===== config.mk =====
export PLATFORM = sky130hd
export DESIGN_NAME = apb_master
export DESIGN_NICKNAME = d
export VERILOG_FILES = /design/src/rtl/apb_master.sv
export SDC_FILE = /design/constraint.sdc
export NUM_CORES = 1
export LEC_CHECK = 0
export ABC_AREA = 1
export CORE_MARGIN = 2
export CORE_UTILIZATION = 41
export CTS_BUF_LIST = sky130_fd_sc_hd__clkbuf_4
export DETAILED_ROUTE_END_ITERATION = 10
export PLACE_DENSITY = 0.81
export SKIP_LAST_GASP = 1
export SLEW_MARGIN = 0
export SYNTH_ARGS = -nofsm -noshare
export SYNTH_HDL_FRONTEND = slang
export SYNTH_SLANG_ARGS = --single-unit

===== constraint.sdc =====
create_clock -name PCLK -period 1.71 [get_ports PCLK]
set_input_delay 0.342 -clock PCLK [delete_from_list [all_inputs] [get_ports PCLK]]
set_output_delay 0.342 -clock PCLK [all_outputs]
set_load 0.05 [all_outputs]

===== src/rtl/apb_master.sv =====
// APB initiator: turns single-beat requests into SETUP/ACCESS transfers to a
// GPIO (PSEL1) or UART (PSEL2) slave, with an optional ACCESS-phase timeout.
module apb_master #(
  parameter int ADDR_WIDTH = 8,
  parameter int DATA_WIDTH = 8,
  parameter int TIMEOUT    = 255
) (
  input  logic                  PCLK,
  input  logic                  PRESET,
  input  logic                  req_valid,
  output logic                  req_ready,
  input  logic                  req_sel,
  input  logic                  req_write,
  input  logic [ADDR_WIDTH-1:0] req_addr,
  input  logic [DATA_WIDTH-1:0] req_wdata,
  output logic                  rsp_valid,
  output logic [DATA_WIDTH-1:0] rsp_rdata,
  output logic                  rsp_err,
  output logic                  PSEL1,
  output logic                  PSEL2,
  output logic                  PENABLE,
  output logic [ADDR_WIDTH-1:0] PADDR,
  output logic                  PWRITE,
  output logic [DATA_WIDTH-1:0] PWDATA,
  input  logic [DATA_WIDTH-1:0] PRDATA1,
  input  logic [DATA_WIDTH-1:0] PRDATA2,
  input  logic                  PREADY1,
  input  logic                  PREADY2
);

  typedef enum logic [1:0] {
    IDLE,
    SETUP,
    ACCESS
  } state_t;

  localparam logic [7:0] TimeoutVal = 8'(TIMEOUT);

  state_t                state_q, state_d;
  logic                  sel_q, sel_d;
  logic [ADDR_WIDTH-1:0] paddr_q, paddr_d;
  logic                  pwrite_q, pwrite_d;
  logic [DATA_WIDTH-1:0] pwdata_q, pwdata_d;
  logic [7:0]            cnt_q, cnt_d;
  logic                  psel1_q, psel1_d;
  logic                  psel2_q, psel2_d;
  logic                  penable_q, penable_d;
  logic                  reqReady_q, reqReady_d;
  logic                  rspValid_q, rspValid_d;
  logic [DATA_WIDTH-1:0] rspRdata_q, rspRdata_d;
  logic                  rspErr_q, rspErr_d;

  logic                  slvReady;
  logic [DATA_WIDTH-1:0] slvRdata;
  logic [7:0]            cntInc;

  // Only the slave captured at request time is observed; the counter
  // saturates so a disabled timeout can wait indefinitely without wrapping.
  always_comb begin
    slvReady = sel_q ? PREADY2 : PREADY1;
    slvRdata = sel_q ? PRDATA2 : PRDATA1;
    cntInc   = (cnt_q == 8'hFF) ? cnt_q : cnt_q + 8'd1;
  end

  always_comb begin
    state_d    = state_q;
    sel_d      = sel_q;
    paddr_d    = paddr_q;
    pwrite_d   = pwrite_q;
    pwdata_d   = pwdata_q;
    cnt_d      = cnt_q;
    psel1_d    = psel1_q;
    psel2_d    = psel2_q;
    penable_d  = penable_q;
    reqReady_d = reqReady_q;
    rspValid_d = 1'b0;
    rspRdata_d = rspRdata_q;
    rspErr_d   = rspErr_q;

    case (state_q)
      IDLE: begin
        reqReady_d = 1'b1;
        if (req_valid) begin
          state_d    = SETUP;
          sel_d      = req_sel;
          paddr_d    = req_addr;
          pwrite_d   = req_write;
          pwdata_d   = req_wdata;
          cnt_d      = 8'd0;
          psel1_d    = ~req_sel;
          psel2_d    = req_sel;
          penable_d  = 1'b0;
          reqReady_d = 1'b0;
        end
      end

      SETUP: begin
        state_d   = ACCESS;
        penable_d = 1'b1;
      end

      ACCESS: begin
        if (slvReady) begin
          state_d    = IDLE;
          psel1_d    = 1'b0;
          psel2_d    = 1'b0;
          penable_d  = 1'b0;
          reqReady_d = 1'b1;
          rspValid_d = 1'b1;
          rspRdata_d = pwrite_q ? '0 : slvRdata;
          rspErr_d   = 1'b0;
        end else begin
          cnt_d = cntInc;
          // Abort on the TIMEOUT-th low-PREADY edge, so ACCESS lasts TIMEOUT cycles.
          if ((TIMEOUT != 0) && (cntInc == TimeoutVal)) begin
            state_d    = IDLE;
            psel1_d    = 1'b0;
            psel2_d    = 1'b0;
            penable_d  = 1'b0;
            reqReady_d = 1'b1;
            rspValid_d = 1'b1;
            rspRdata_d = '0;
            rspErr_d   = 1'b1;
          end
        end
      end

      default: begin
        state_d    = IDLE;
        psel1_d    = 1'b0;
        psel2_d    = 1'b0;
        penable_d  = 1'b0;
        reqReady_d = 1'b1;
      end
    endcase
  end

  always_ff @(posedge PCLK) begin
    if (PRESET) begin
      state_q    <= IDLE;
      sel_q      <= 1'b0;
      paddr_q    <= '0;
      pwrite_q   <= 1'b0;
      pwdata_q   <= '0;
      cnt_q      <= 8'd0;
      psel1_q    <= 1'b0;
      psel2_q    <= 1'b0;
      penable_q  <= 1'b0;
      reqReady_q <= 1'b1;
      rspValid_q <= 1'b0;
      rspRdata_q <= '0;
      rspErr_q   <= 1'b0;
    end else begin
      state_q    <= state_d;
      sel_q      <= sel_d;
      paddr_q    <= paddr_d;
      pwrite_q   <= pwrite_d;
      pwdata_q   <= pwdata_d;
      cnt_q      <= cnt_d;
      psel1_q    <= psel1_d;
      psel2_q    <= psel2_d;
      penable_q  <= penable_d;
      reqReady_q <= reqReady_d;
      rspValid_q <= rspValid_d;
      rspRdata_q <= rspRdata_d;
      rspErr_q   <= rspErr_d;
    end
  end

  assign req_ready = reqReady_q;
  assign rsp_valid = rspValid_q;
  assign rsp_rdata = rspRdata_q;
  assign rsp_err   = rspErr_q;
  assign PSEL1     = psel1_q;
  assign PSEL2     = psel2_q;
  assign PENABLE   = penable_q;
  assign PADDR     = paddr_q;
  assign PWRITE    = pwrite_q;
  assign PWDATA    = pwdata_q;

endmodule


### Yosys cells after proc, flatten, opt, wreduce, memory -nomap -nowiden

Cells that the tools add are included.

* flip-flop bits (word level): 42
* bits of input ports: 39
* output and inout bits: 31
* logic and storage cells: 62

* $add $sub $neg: 1
* eq/ne operators: 7
* mux-type cells: 28
* bitwise logic cells: 3
* reduce and logical (&&, ||, !) cells: 10

Operators by type and width (count)
* $mux W8: 7
* $eq A8 B8 Y1 const B: 2
* $pmux W8 S2: 1
* $mux W1: 12
* $pmux W1 S3: 4
* $add A8 B1 Y8 const B: 1
* $reduce_and A2 Y1: 4
* $mux W2: 3
* $pmux W2 S3: 1
* $reduce_and A3 Y1: 2
* $ne A2 B2 Y1 const B: 2
* $reduce_bool A2 Y1: 2
* $ne A3 B3 Y1 const B: 1
* $not A1 Y1: 3
* $eq A2 B1 Y1 const B: 1
* $eq A2 B2 Y1 const B: 1
* $logic_not A2 Y1: 1
* $reduce_or A2 Y1: 1

### Logic depth before layout (Yosys ltp)

* depth in word-level cells: 6
* mapped depth: 14
* gate-level depth less buffers: 14

### Worst setup path after synthesis

Ideal clock, no wire load.

* path kind: reg2reg
* start point: register state_q[1]
* end point: register cnt_q[0]
* setup time: 70 ps
* arrival time: 1704 ps
* required time: 1640 ps
* path slack: -64 ps
* stages on the path, launching flop included: 8
* buffers on the path: 1
* period minus slack after synthesis: 1774 ps
* cell sequence: dfxtp_1 -> nor2_1 -> nand2_1 -> buf_2 -> clkinv_1 -> nor2_1 -> nand2_1 -> a21oi_1

* cells in the longest elaborated chain, start to end: 3
* elaborated cells on any way between the ends: 7
* those cells by class: eq/ne: 3; mux: 1; reduce/logical: 3

RTL lines
* from (decl): RTL line 39 `state_t state_q, state_d;`
* from (signal assigned): RTL line 154 `state_q <= state_d;`
* $eq A2 B2 Y1 or $logic_not A2 Y1 (tied branches): RTL line 80 `case (state_q)`
* $ne A2 B2 Y1 (no line) or $reduce_bool A2 Y1 (tied branches)
* $reduce_and A3 Y1 (no line)
* to (signal assigned): RTL line 159 `cnt_q <= cnt_d;`
* to (decl): RTL line 44 `logic [7:0] cnt_q, cnt_d;`

Several ways; a longest one is shown, not always the timed one.
A chain may end at the register's enable or synchronous reset.

### Worst setup path in the final report

* start point: register cnt_q[1]
* end point: register rspRdata_q[7] (netlist: rsp_rdata[7])

* cells in the longest elaborated chain, start to end: 5
* elaborated cells on any way between the ends: 6
* those cells by class: add/sub: 1; eq/ne: 2; mux: 1; reduce/logical: 2

RTL lines
* $add A8 B1 Y8 or $eq A8 B8 Y1 (tied branches): RTL line 62 `cntInc = (cnt_q == 8'hFF) ? cnt_q : cnt_q + 8'd1;`
* $mux W8 *: RTL line 62
* $eq A8 B8 Y1 *: RTL line 115 `if ((TIMEOUT != 0) && (cntInc == TimeoutVal)) begin`
* $reduce_bool A2 Y1 (no line) *
* $reduce_and A2 Y1 (no line) *
* to (signal assigned): RTL line 165 `rspRdata_q <= rspRdata_d;`
* to (decl): RTL line 50 `logic [DATA_WIDTH-1:0] rspRdata_q, rspRdata_d;`

Mark *: on every way between the ends. The rest lies on a longest branch, timed or not.

==> reports/metrics.yaml <==
antenna_found_initial: 0
dp_slack_ns: -0.207
crit_required_ns: 2.01
die_area_mm2: 0.00504
fin_setup_tns_ns: -0.113
grtUsageTotal_pct: 20.4
status: "complete, but fails checks"
dpl.cell_count: 397
cts_buffers: 5
path_class: "reg -> reg"
netlist_area_mm2: 0.00184
final-setup-viol-count: 9
p_leak_nw: 1.31
start_util_pct: 42.5
drc: 0
period_minus_slack_ns: 1.74
hold_path.class: "reg -> reg"
area_growth_pct: 57.3
grt_overflow: 0
grt_pass1_wl_um: 8400
holdBufCountCts: 0
clk_pin_slew_ns: 0.12
power_density_mw_per_mm2: 700
wl_per_cell_um: 11.9
fin_cells: 410
drive_gt1_share_pct: 28.5
grt_pass1_vias: 1915
synth_fp_nets: 303
max-cap-violations: 0
rsz0062_at_grt: "true"
syn_avg_cell_area_um2: 6.99
ctsHtreeMaxLevel: 2
route.detailed.vias_per_inst: 4.90
place.gp.congestion: 0.837
worst_hold_slack_ns: 0.458
dr.pass1.iters: 4
cts_buffer_depth: 2
worstMarginPinSlew_ns: 0.666
antenna_cells: 0
ys_ff_latch: 41
critical_path_arrival_ns: 2.04
io_pins: 70
finalClockSkew_ns: 0.0167
port_buffers: 69
path_max_fanout: 7
post-dp-hpwl_um: 3500
drv_slew: 0
synth_cell_types: 24
fin_util_pct: 66.9
yosysSeqAreaShare_pct: 44.6
synth_cells: 263
period_share_pct: 102
relSlewSlack_pct: 55.5
vdd_drop_max_mv: 0.523
synth_warnings: 0
die_w_um: 71.0
drtIter0Drc: 101
nets: 398
ant_nets: 0
cts_tree: "yes"
routed_wl_um: 4880
route.vias.total: 2007
end_kind: "flip-flop"
violations: "setup timing"
fmax_ghz: 0.574
worst_slack_ns: -0.0321
coreArea_mm2: 0.00432
cp-start-kind: "flip-flop"
hold_viol: 0
die_h_um: 71.0
root_buffer: "clkbuf_4"
grt_max_degree: 27
cts_sinks: 41
num_rows: 24
fillers: 353
clock_latency_ns: 0.34
power by group:
part           leakage [nW]  switching, mW  internal [mW]
logic                 0.940          0.326          0.214
clock network        0.0292          0.287          0.165
registers             0.337         0.0263           1.00
total                  1.31          0.640           1.38
worst max-delay path, stage by stage, from the launching register on:
cell     delay [ns]
dfxtp_2        0.37
ha_4           0.15
nand2_4        0.06
nor2_4         0.15
nand2_4        0.14
nand3_2        0.12
nand3_2        0.06
nor2_2         0.10
nand2_2        0.08
nand2_4        0.11
nand2_8        0.09
nor2_8         0.13
nand2_2        0.08
nand2_2        0.06
synthesized netlist by cell type, drive strengths merged:
master | n | area share (%)
nand2 | 84 | 19
nor2 | 45 | 11
dfxtp | 41 | 45
a21oi | 22 | 6.0
nand3 | 21 | 6.0
o21ai | 20 | 6.1
inv | 13 | 2.7
clkbuf | 5 | 1.0
buf | 4 | 1.0
or2 | 2 | 0.68
and2 | 1 | 0.34
clkinv | 1 | 0.20
ha | 1 | 0.68
nand4 | 1 | 0.34
o21bai | 1 | 0.41
xnor2 | 1 | 0.48
cells by family (layout without fill, tap and decap cells):
kind of cell               after synthesis  in the layout  share of synthesized area [%]
adders and majority gates                1              1                          0.680
xor gates and xnor gates                 1              1                          0.476
AOI/OAI and AO/OA                       43             43                           12.4
DFF                                     41             41                           44.6
and+or+nand+nor                        154            156                           36.9
buffers and inverters                   23            116                           4.90
layout make-up:
class	instances	area (um2)	share of cell area, %
clock inverters	1	3.75	0.130
well taps	52	65.1	2.25
flip-flops and latches	41	826	28.5
multi-input cells	201	1080	37.2
clock buffers	6	45.0	1.56
repair buffers	95	825	28.5
inverters	14	52.6	1.82
metal layers:
layer	share of wire [%]	wire length, um	global-route usage (%)	vias to the layer above
li1	-	-	-	1032
met1	42	2040	24.5	893
met2	48	2320	35.0	69
met3	8.4	409	7.12	13
met4	2.3	110	5.45	0
met5	0	0	0	-
state kept, by name, summed over array words and instances, names as in the netlist:
register / count
PADDR: 8
state_q: 2
PWDATA: 8
rsp_err: 1
PSEL1: 1
req_ready: 1
rsp_rdata: 8
PWRITE: 1
sel_q: 1
cnt_q: 8
PSEL2: 1
rsp_valid: 1
layout by cell type (no fill, tap or decap), types with 4 or more instances in the layout:
cell,instances
nand2_1,68
buf_4,55
nor2_1,39
clkdlybuf4s50_1,38
dfxtp_1,37
a21oi_1,20
o21ai_0,19
nand3_1,17
inv_1,12
nand2_2,8
nand2_4,7
clkbuf_4,6
nor2_4,4
nand3_2,4
dfxtp_2,4
what timing repair did:
item,4_1_cts,5_1_grt
gates resized for setup,20,13
gates cloned,2,0
pin swaps,17,12
hold endpoints to repair,0,0
endpoints found under the setup margin,12,22
buffers inserted,4,0
final timing paths:
check / startpoint / to / slack (ns) / depth (start not counted)
min: req_ready / req_ready / 0.46 / 2
min reg2reg: req_ready / req_ready / 0.46 / 2
max reg2reg: cnt_q[1] / rsp_rdata[7] / -0.03 / 13
max: cnt_q[1] / rsp_rdata[7] / -0.03 / 13
metrics by stage:
step	instance area (um2)	power [mW]
final	2890	2.02
after global routing	2890	2.12
after CTS	2840	2.04
after detailed placement	2650	1.57
after global placement	2650	1.56
after floorplan	1840	1.36
No activity file was read; power rests on OpenSTA's default activity.
